## config.mk

```make
export PLATFORM = sky130hd
export DESIGN_NAME = universal_shift_register
export DESIGN_NICKNAME = d
export VERILOG_FILES = /design/src/rtl/universal_shift_register.sv
export SDC_FILE = /design/constraint.sdc
export NUM_CORES = 1
export LEC_CHECK = 0
export ABC_CLOCK_PERIOD_IN_PS = 2200
export BUFFER_PORTS_ARGS = -buffer_cell sky130_fd_sc_hd__buf_2
export CAP_MARGIN = 25
export CORE_MARGIN = 1.5
export CORE_UTILIZATION = 40
export DETAILED_ROUTE_END_ITERATION = 12
export PLACE_DENSITY = 0.68
export SKIP_CTS_REPAIR_TIMING = 1
export SYNTH_ARGS = -nofsm -noshare
export SYNTH_HDL_FRONTEND = slang
export SYNTH_SLANG_ARGS = --single-unit
```

## constraint.sdc

```tcl
create_clock -name CLK -period 2.2 [get_ports CLK]
set_clock_uncertainty 0.2 [all_clocks]
set_input_delay 0.11 -clock CLK [delete_from_list [all_inputs] [get_ports CLK]]
set_output_delay 0.11 -clock CLK [all_outputs]
set_load 0.03 [all_outputs]
```

## src/rtl/universal_shift_register.sv

```systemverilog
// universal_shift_register: WIDTH-bit register with hold, parallel load,
// shift, rotate and optional increment/decrement. All state changes happen
// on the falling edge of CLK; reset R is synchronous and active-high.
// Optional feature macro: USR_ARITH_EN enables MODE 110 (increment) and
// MODE 111 (decrement). Without it, those modes hold and no adder exists.
module universal_shift_register #(
    parameter int               WIDTH       = 8,
    parameter logic [WIDTH-1:0] RESET_VALUE = '0
) (
    input  logic             CLK,
    input  logic             R,
    input  logic             EN,
    input  logic [2:0]       MODE,
    input  logic [WIDTH-1:0] D,
    input  logic             SIN,
    output logic [WIDTH-1:0] Q,
    output logic [WIDTH-1:0] Q_,
    output logic             SOUT,
    output logic             ZF
);

    localparam logic [2:0] MODE_HOLD = 3'b000;
    localparam logic [2:0] MODE_LOAD = 3'b001;
    localparam logic [2:0] MODE_SHL  = 3'b010;
    localparam logic [2:0] MODE_SHR  = 3'b011;
    localparam logic [2:0] MODE_ROL  = 3'b100;
    localparam logic [2:0] MODE_ROR  = 3'b101;
`ifdef USR_ARITH_EN
    localparam logic [2:0] MODE_INC  = 3'b110;
    localparam logic [2:0] MODE_DEC  = 3'b111;
`endif

    logic [WIDTH-1:0] q_q;
    logic [WIDTH-1:0] q_d;
    logic             sout_q;
    logic             sout_d;

`ifdef USR_ARITH_EN
    // The extra top bit of each result is the carry/borrow; it feeds only SOUT.
    logic [WIDTH:0] inc_sum;
    logic [WIDTH:0] dec_diff;

    // WIDTH+1-bit add/subtract so wraparound shows up in the top bit
    always_comb begin
        inc_sum  = {1'b0, q_q} + {{WIDTH{1'b0}}, 1'b1};
        dec_diff = {1'b0, q_q} - {{WIDTH{1'b0}}, 1'b1};
    end
`endif

    // Next-state selection: EN gates everything, then MODE picks the operation
    always_comb begin
        q_d    = q_q;
        sout_d = sout_q;
        if (EN) begin
            case (MODE)
                MODE_HOLD: begin
                    q_d    = q_q;
                    sout_d = sout_q;
                end
                MODE_LOAD: begin
                    q_d = D;
                end
                MODE_SHL: begin
                    q_d    = {q_q[WIDTH-2:0], SIN};
                    sout_d = q_q[WIDTH-1];
                end
                MODE_SHR: begin
                    q_d    = {SIN, q_q[WIDTH-1:1]};
                    sout_d = q_q[0];
                end
                MODE_ROL: begin
                    q_d    = {q_q[WIDTH-2:0], q_q[WIDTH-1]};
                    sout_d = q_q[WIDTH-1];
                end
                MODE_ROR: begin
                    q_d    = {q_q[0], q_q[WIDTH-1:1]};
                    sout_d = q_q[0];
                end
`ifdef USR_ARITH_EN
                MODE_INC: begin
                    q_d    = inc_sum[WIDTH-1:0];
                    sout_d = inc_sum[WIDTH];
                end
                MODE_DEC: begin
                    q_d    = dec_diff[WIDTH-1:0];
                    sout_d = dec_diff[WIDTH];
                end
`endif
                // Arithmetic modes fall here when the feature is compiled out
                default: begin
                    q_d    = q_q;
                    sout_d = sout_q;
                end
            endcase
        end
    end

    // Falling-edge state register; synchronous reset overrides EN and MODE
    always_ff @(negedge CLK) begin
        if (R) begin
            q_q    <= RESET_VALUE;
            sout_q <= 1'b0;
        end else begin
            q_q    <= q_d;
            sout_q <= sout_d;
        end
    end

    // Outputs derived purely from the stored value
    always_comb begin
        Q    = q_q;
        Q_   = ~q_q;
        SOUT = sout_q;
        ZF   = (q_q == '0);
    end

endmodule

```

Yosys cells after proc, flatten, opt, wreduce, memory -nomap -nowiden. Cells that the tools add are included. Widths: inputs -> output; s select.

Input port bits: 15. Word-level logic and storage cells: 17. Output and inout port bits: 18. Register bits after elaboration: 9.

Bitwise gates (word level): 1. Reduce and logical (&&, ||, !) cells: 7. Eq/ne operators: 5. Muxes and demuxes: 2.

Operators by type and width (number): $pmux 8 s5 (1); $logic_not 8->1 (1); $not 8->8 (1); $eq 3x2->1 const B (2); $eq 3x3->1 const B (2); $reduce_bool 5->1 (1); $reduce_and 2->1 (2); $reduce_or 2->1 (2); $eq 3x1->1 const B (1); $pmux 1 s2 (1); $reduce_bool 2->1 (1).

Longest topological paths before layout. Gate-level depths: netlist of run 1.

Depth after elaboration: 4. Mapped depth: 5. Depth with buffers taken out: 3.

==> results of run 1 <==
metal layers:
layer  GRT usage [%]  part of all wire [%]
met1            25.2                    36
met2            36.2                    54
met3            7.50                   7.5
met4            10.9                   2.2
met5               0                     0
power breakdown:
part / leakage (nW) / switching (mW) / internal (mW)
Sequential: 0.0774 / 0.00943 / 0.177
Combinational: 0.490 / 0.152 / 0.147
Clock: 0.0671 / 0.119 / 0.0875
Total: 0.635 / 0.280 / 0.412
critical path: cells and delay by family, from the launching register on:
family,cells,cell delay [ns]
buf+inv,2,0.20
flops,1,0.34
simple gates,2,0.32
kinds of logic after synthesis:
family                    count (synthesis)  share of synthesized area, %
AOI/OAI and AO/OA                        17                          20.8
and+or+nand+nor                          17                          15.1
muxes                                    15                          23.7
buffers and inverters                    14                          9.35
DFF                                       9                          26.9
xor gates and xnor gates                  1                          4.11
per-stage QoR:
step	total power, mW	hold WS, ns	worst slack [ns]	instances
finish	0.692	0.318	-0.440	157
global route	0.720	0.344	-0.487	157
CTS	0.617	0.316	-0.366	147
detailed placement	0.447	0.312	-0.286	135
global placement	0.442	0.289	-0.255	135
floorplan	0.361	0.357	-0.204	73
flip-flops by register name, summed over array words and instances, names as in the netlist:
| register | flops |
|---|---|
| Q | 8 |
| SOUT | 1 |
area by class of cell:
type | instances | area [sq um] | area share [%]
Clock buffer | 3 | 22.5 | 1.78
Clock inverter | 10 | 37.5 | 2.97
Inverter | 10 | 37.5 | 2.97
Multi-Input combinational cell | 50 | 443 | 35.0
Sequential cell | 9 | 191 | 15.1
Tap cell | 16 | 20.0 | 1.58
Timing Repair Buffer | 59 | 512 | 40.5
worst max path at each step:
stage	endpoint	slack, ns	cells past startpoint
floorplan	Q[0]	-0.20	5
global placement	Q[7]	-0.26	5
detailed placement	Q[0]	-0.29	4
CTS	ZF	-0.37	4
global route	ZF	-0.49	4
finish	ZF	-0.44	4
cell usage in the layout (no fill, tap or decap):
master	instances
sky130_fd_sc_hd__and3b_1	1
sky130_fd_sc_hd__xor2_4	1
sky130_fd_sc_hd__nand4_1	2
sky130_fd_sc_hd__nor2_4	1
sky130_fd_sc_hd__buf_6	21
sky130_fd_sc_hd__nand3_2	1
sky130_fd_sc_hd__inv_2	8
sky130_fd_sc_hd__or2b_1	1
sky130_fd_sc_hd__buf_4	22
sky130_fd_sc_hd__mux2i_1	8
sky130_fd_sc_hd__clkbuf_4	3
sky130_fd_sc_hd__or3_4	1
sky130_fd_sc_hd__buf_2	14
sky130_fd_sc_hd__inv_1	12
sky130_fd_sc_hd__nand3b_1	1
sky130_fd_sc_hd__a311oi_2	2
sky130_fd_sc_hd__nor3b_1	1
sky130_fd_sc_hd__buf_12	2
sky130_fd_sc_hd__o22ai_1	6
sky130_fd_sc_hd__nand2_1	6
sky130_fd_sc_hd__dfxtp_2	9
sky130_fd_sc_hd__a21bo_2	1
sky130_fd_sc_hd__a21oi_1	2
sky130_fd_sc_hd__a311oi_1	1
sky130_fd_sc_hd__a21oi_2	1
sky130_fd_sc_hd__o22a_2	1
sky130_fd_sc_hd__o32ai_1	1
sky130_fd_sc_hd__nor2b_1	1
sky130_fd_sc_hd__a21boi_2	1
sky130_fd_sc_hd__mux2_2	7
sky130_fd_sc_hd__o211ai_1	1
sky130_fd_sc_hd__and2_4	1
==> run summary, run 1 <==
The horizontal die dimension is 43.9 microns. The clock latency of the later-clocked register in the worst-skew pair came out at 0.36 ns. The slowest stage of the critical path belongs to the cell sky130_fd_sc_hd__dfxtp_2.

Port buffering added 32 buffers. Sequential elements use 26.9% of the synthesized area. In this run the critical register-to-register path is captured at Q[2]. The flow ran to the end, but the final reports show violations.

The path class of the tightest hold or removal check is flip-flop to flip-flop. The post-synthesis net count came out at 88. The worst-case reg-to-reg path depth is 5. After filler insertion, the fill cell instance count of the layout stands at 103. The placeable core region came out at 1540 sq um. The via count of the first global-routing pass was 762. Setup slack on the worst reg-to-reg path comes out at 0.67 ns. The total iterations of the first detailed-routing run is 4. The initial antenna violation count is 0. The routed layout has 842 vias.

The first routing iteration left 28 violations. Counting along the longest clock path gives a buffer depth of 2. Global routing used 22.0% of the available tracks across all layers. The synthesis warning total came out at 0. The floorplan die area came out at 1930 sq um.

For the pin with the worst max-slew slack, the measured transition is 0.378 ns. The leakage power is 0.635 nW. Among all flip-flop cells after synthesis, the most frequent one is sky130_fd_sc_hd__dfxtp_1. Synthesis produced a netlist whose cell count is 73. The initial cell density of the core came out at 43.4%.

The headroom to the max-slew limit came out at 74.7%. The final design utilization came out at 82.0%. The critical path goes through inv_2 > nand4_1 > nor2_4 > buf_6. The post-detailed-placement cell area came out at 993 sq um.

The type of element launching the critical path is a flip-flop. The launch point of the worst reg-to-reg path is Q[3]. The data required time of the worst path is 1.89 ns.

The count of flip-flops with a built-in enable after synthesis came out at 0. The fraction of final layout cells with drive strength greater than 1 is 68.8%. The final worst slack came out at -0.440 ns. The global placer's final weighted congestion is 0.815. In the final routed layout, each cell accounts on average for 16.8 microns. In this run the most critical hold path is launched from SOUT.

The number of CTS-inserted buffers came out at 3. The share of flip-flops with an asynchronous set or reset is 0%. The largest stage delay on the critical path is 0.34 ns. STA classifies the critical path endpoint as an output port.

The total negative slack came out at -2.45 ns. The maximum fanout along the worst path is 2. The average via count per standard cell is 5.36. The path with the worst hold slack has its endpoint at SOUT. The number of endpoints with negative hold slack in the final report came out at 0. The largest net degree at the start of global routing is 10.

The detailed placer's ending HPWL is 1520 microns. After synthesis the netlist holds a flip-flop and latch count of 9. The routed design has 2630 microns of wire. The number of distinct library cells after synthesis came out at 28. The total congestion overflow is 0.

Compared with the post-synthesis result, the final layout area differs by 88.8%. After synthesis, the mean cell area works out to 9.17 sq um. The checks that failed: setup timing. The count of cells along the worst hold path is 2. Yosys instantiated no cell more often than sky130_fd_sc_hd__inv_1. The final layout net count is 157. The die extent in y is 43.9 microns. The worst-case IR drop observed on VDD is 0.000428 V.

The count of nets left with antenna violations once routing finished came out at 0. The TritonCTS clock tree is yes. The clock transition at the register clock pins on the worst setup and hold paths after CTS came out at 0.08 ns. The post-route DRC violation count is 0.

The number of rows created at floorplan came out at 14. The max-slew violation total from the final report was 0. The max-cap check violation count is 0. The total number of H-tree levels came out at 1. The tree is rooted in a sky130_fd_sc_hd__clkbuf_4. The setup path with the least slack is of type flip-flop to output port. Sorting the synthesized cells by area gives the leading types as sky130_fd_sc_hd__dfxtp_1 27%, sky130_fd_sc_hd__mux2i_1 12%, sky130_fd_sc_hd__mux2_2 12%. The startpoint of the most critical setup path is Q[3]. Setup repair after global routing could not meet its margin everywhere. The number of clock sinks is 9.

The commonest cells after synthesis are 11 x sky130_fd_sc_hd__inv_1, 9 x sky130_fd_sc_hd__dfxtp_1, 8 x sky130_fd_sc_hd__mux2i_1. The cell type with the highest aggregate area in the netlist is sky130_fd_sc_hd__dfxtp_1. The first-pass GRT wire length came out at 3160 microns. The mapped netlist covers 669 sq um. The arrival time of the worst setup path came out at 2.33 ns. The ratio of total power to cell area came out at 548 nW/um^2. The number of failing setup endpoints in the final timing report came out at 17. The I/O pin count is 33. The share of the synthesized area in the top cell type came out at 26.9%. The final instance area is 1260 sq um. The repair_antennas step left the layout with diodes totalling 0.
(Power assumes the default switching activity.)
==> run 2: changes to the inputs <==
--- a/config.mk
+++ b/config.mk
@@ -12,6 +12,7 @@
 export CORE_UTILIZATION = 40
 export DETAILED_ROUTE_END_ITERATION = 12
 export PLACE_DENSITY = 0.68
+export SETUP_SLACK_MARGIN = 0.05
 export SKIP_CTS_REPAIR_TIMING = 1
 export SYNTH_ARGS = -nofsm -noshare
 export SYNTH_HDL_FRONTEND = slang
==> run 2 against run 1 <==
Worst setup slack gained 0.076 ns. Utilization up 1.2 points. Die area did not move. The run still ends with setup timing left. Routed wire length shrank 2.0%. Global-route usage is the same. Final cell count stayed put. Combinational power is essentially flat. Sequential share of layout area is 0.22 points lower. Register-to-register slack gained 0.09 ns. Total power is 0.13% lower. Sequential cell count is the same. Hold slack about the same.
==> run summary, run 2 (synthesis gave the netlist of run 1 again) <==
The max-slew violation total from the final report was 0 (unchanged). The detailed-route via count came out at 826 (-1.9%). The checks that failed: setup timing.

The largest net degree at the start of global routing came out at 10 (unchanged). The library cell used most frequently in the layout, excluding fill and tap cells, is sky130_fd_sc_hd__buf_4. The ratio of total power to cell area is 539 nW/um^2 (-1.6%). The leakage power came out at 0.638 nW (+0.43%).

The total routing usage reported by global routing is 22.0% (unchanged). The buffer depth of the longest clock path is 2 (unchanged). The area added between synthesis and finish is 91.6%. The wire length reported by the detailed router is 2580 microns (-2.0%). The clock latency of the later-clocked register in the worst-skew pair is 0.35 ns (about the same). The number of buffers added on ports is 32 (unchanged).

The flip-flop count of the largest register, all copies and words added came out at 8 (unchanged). The run finished, with violations left. The final worst slack is -0.364 ns (+0.0762 ns). The die extent in y is 43.9 microns (unchanged).

The number of rows created at floorplan is 14 (unchanged). The post-route DRC violation count is 0 (unchanged). The final layout net count came out at 157 (unchanged).

The fraction of power consumed by the clock network was 29.4% (-0.5 points). The type of the worst min-delay path is flip-flop to flip-flop. The number of fill cells came out at 103 (unchanged). The final-layout worst hold slack came to 0.318 ns (+0.00000600 ns). The total number of H-tree levels was 1 (unchanged).

The total iterations of the first detailed-routing run came out at 4 (unchanged). The I/O pin count came out at 33 (unchanged). The kind of end point of the critical path is an output port. The average via count per standard cell came out at 5.26 (-1.9%).

The maximum fanout along the worst path is 2 (unchanged). The headroom to the max-slew limit is 81.2% (+6.5 points). The DRC marker count from the first detailed-route iteration is 28 (unchanged). The horizontal die dimension came out at 43.9 microns (unchanged). The number of antenna-violating nets in the routed design is 0 (unchanged). The placeable core region is 1540 sq um (unchanged).

The final design utilization is 83.2% (+1.2 points). The number of endpoints with negative hold slack in the final report came to 0 (unchanged). The via count of the first global-routing pass came out at 762 (unchanged). The cell type of the slowest stage on the worst timing path is sky130_fd_sc_hd__dfxtp_2.

The initial antenna violation count came to 0 (unchanged). The data required time of the worst path came out at 1.89 ns (about the same). The number of CTS-inserted buffers came out at 3 (unchanged). The first-pass GRT wire length came out at 3160 microns (unchanged).

The clock transition at the register clock pins on the worst setup and hold paths after CTS came out at 0.03 ns (-0.05 ns). The area occupied by multi-input gates came to 453 sq um (+2.3%). The total inserted antenna cells is 0 (unchanged). The arrival time of the worst setup path came out at 2.25 ns (-0.08 ns). The clock root buffer is sky130_fd_sc_hd__clkbuf_4. The internal power component is 0.415 mW (+0.90%). Traced cell by cell, the critical path runs through inv_2 > nand4_1 > nor2_4 > buf_6. The maximum vdd drop is 0.000378 V (-12%). The largest stage delay on the critical path came out at 0.32 ns (-0.02 ns). The top cell types in the final layout, fill and taps aside, are 23 x sky130_fd_sc_hd__buf_4, 22 x sky130_fd_sc_hd__buf_6, 12 x sky130_fd_sc_hd__inv_1, 12 x sky130_fd_sc_hd__buf_2, 9 x sky130_fd_sc_hd__dfxtp_2. The number of failing setup endpoints in the final timing report is 17 (unchanged). The worst setup path is of the flip-flop to output port kind. The kind of cell adding the most delay to the critical path is flip-flops.

The register-to-register setup slack is 0.76 ns (+0.09 ns). The part of the power in combinational logic came to 43.6% (+0.5 points). Setup repair after global routing could not meet its margin everywhere. The total negative slack was -2.30 ns (+0.154 ns). The fraction of final layout cells with drive strength greater than 1 came to 70.2% (+1.4 points). The average wire per cell in the routed design came out at 16.4 microns (-2.0%).

The portion of total power attributed to sequential cells was 27.0% (about the same). The detailed placer's ending HPWL came to 1520 microns (unchanged). The TritonCTS clock tree is yes. The net switching power figure was 0.276 mW (-1.6%).

The initial cell density of the core came out at 43.4% (unchanged). The number of clock sinks came out at 9 (unchanged). The switching power share of the total came to 39.9% (-0.61 points). STA classifies the critical path startpoint as a flip-flop.

The max-cap check violation count is 0 (unchanged). The transition at the pin with the smallest max-transition slack came out at 0.281 ns (-0.0976 ns). The sum of buffers and inverters on the critical path was 2 (unchanged). The sequential cell area was 191 sq um (unchanged). The global placer's final weighted congestion came out at 0.815 (unchanged). The floorplan die area is 1930 sq um (unchanged). The total congestion overflow is 0 (unchanged).
[run 2: cell types whose count changed in the layout (fill, tap and decap cells not counted)]
cell | before | now
sky130_fd_sc_hd__o22ai_2 | 0 | 1
sky130_fd_sc_hd__mux2i_2 | 0 | 1
sky130_fd_sc_hd__o22ai_1 | 6 | 5
sky130_fd_sc_hd__buf_6 | 21 | 22
sky130_fd_sc_hd__buf_2 | 14 | 12
sky130_fd_sc_hd__buf_4 | 22 | 23
sky130_fd_sc_hd__mux2i_1 | 8 | 7
[run 2: final cells by class]
type	count	share of cell area, %
Sequential cell	9	14.9
Inverter	10	2.93
Multi-Input combinational cell	50	35.3
Tap cell	16	1.56
Timing Repair Buffer	59	40.6
Clock buffer	3	1.76
Clock inverter	10	2.93
[run 2: tightest hold or removal path, stage by stage, from the launching register on]
cell and delay (ns):
sky130_fd_sc_hd__dfxtp_2 0.32, sky130_fd_sc_hd__a21oi_2 0.10, sky130_fd_sc_hd__a311oi_1 0.06
[run 2: per-stage QoR]
step / instances / total power, mW / setup slack, ns / area, sq um
5_1_grt: 157 / 0.725 / -0.408 / 1280
6_report: 157 / 0.691 / -0.364 / 1280
2_1_floorplan: 73 / 0.361 / -0.204 / 697
4_1_cts: 147 / 0.617 / -0.366 / 1050
3_5_place_dp: 135 / 0.447 / -0.286 / 993
3_3_place_gp: 135 / 0.442 / -0.255 / 993
[run 2: per-layer routing]
layer	vias to the layer above	share of wire (%)	global-route usage (%)
met1	394	41	25.2
li1	405	-	-
met2	25	54	36.2
met4	0	0.47	10.9
met5	-	0	0
met3	2	4.3	7.50
[run 2: path summary, 6_finish.rpt]
check                           start  endpoint  cells past startpoint
worst max-delay path             Q[6]        ZF                      4
worst min register to register   SOUT      SOUT                      2
worst max register to register   Q[3]      Q[2]                      5
worst min-delay path             SOUT      SOUT                      2
[run 2: power by group through the flow]
stage | sequential, mW | combinational (mW) | clock, mW
global placement | 0.186 | 0.228 | 0.0280
floorplan | 0.212 | 0.121 | 0.0280
CTS | 0.184 | 0.234 | 0.199
global route | 0.187 | 0.316 | 0.223
detailed placement | 0.186 | 0.233 | 0.0280
finish | 0.187 | 0.301 | 0.203
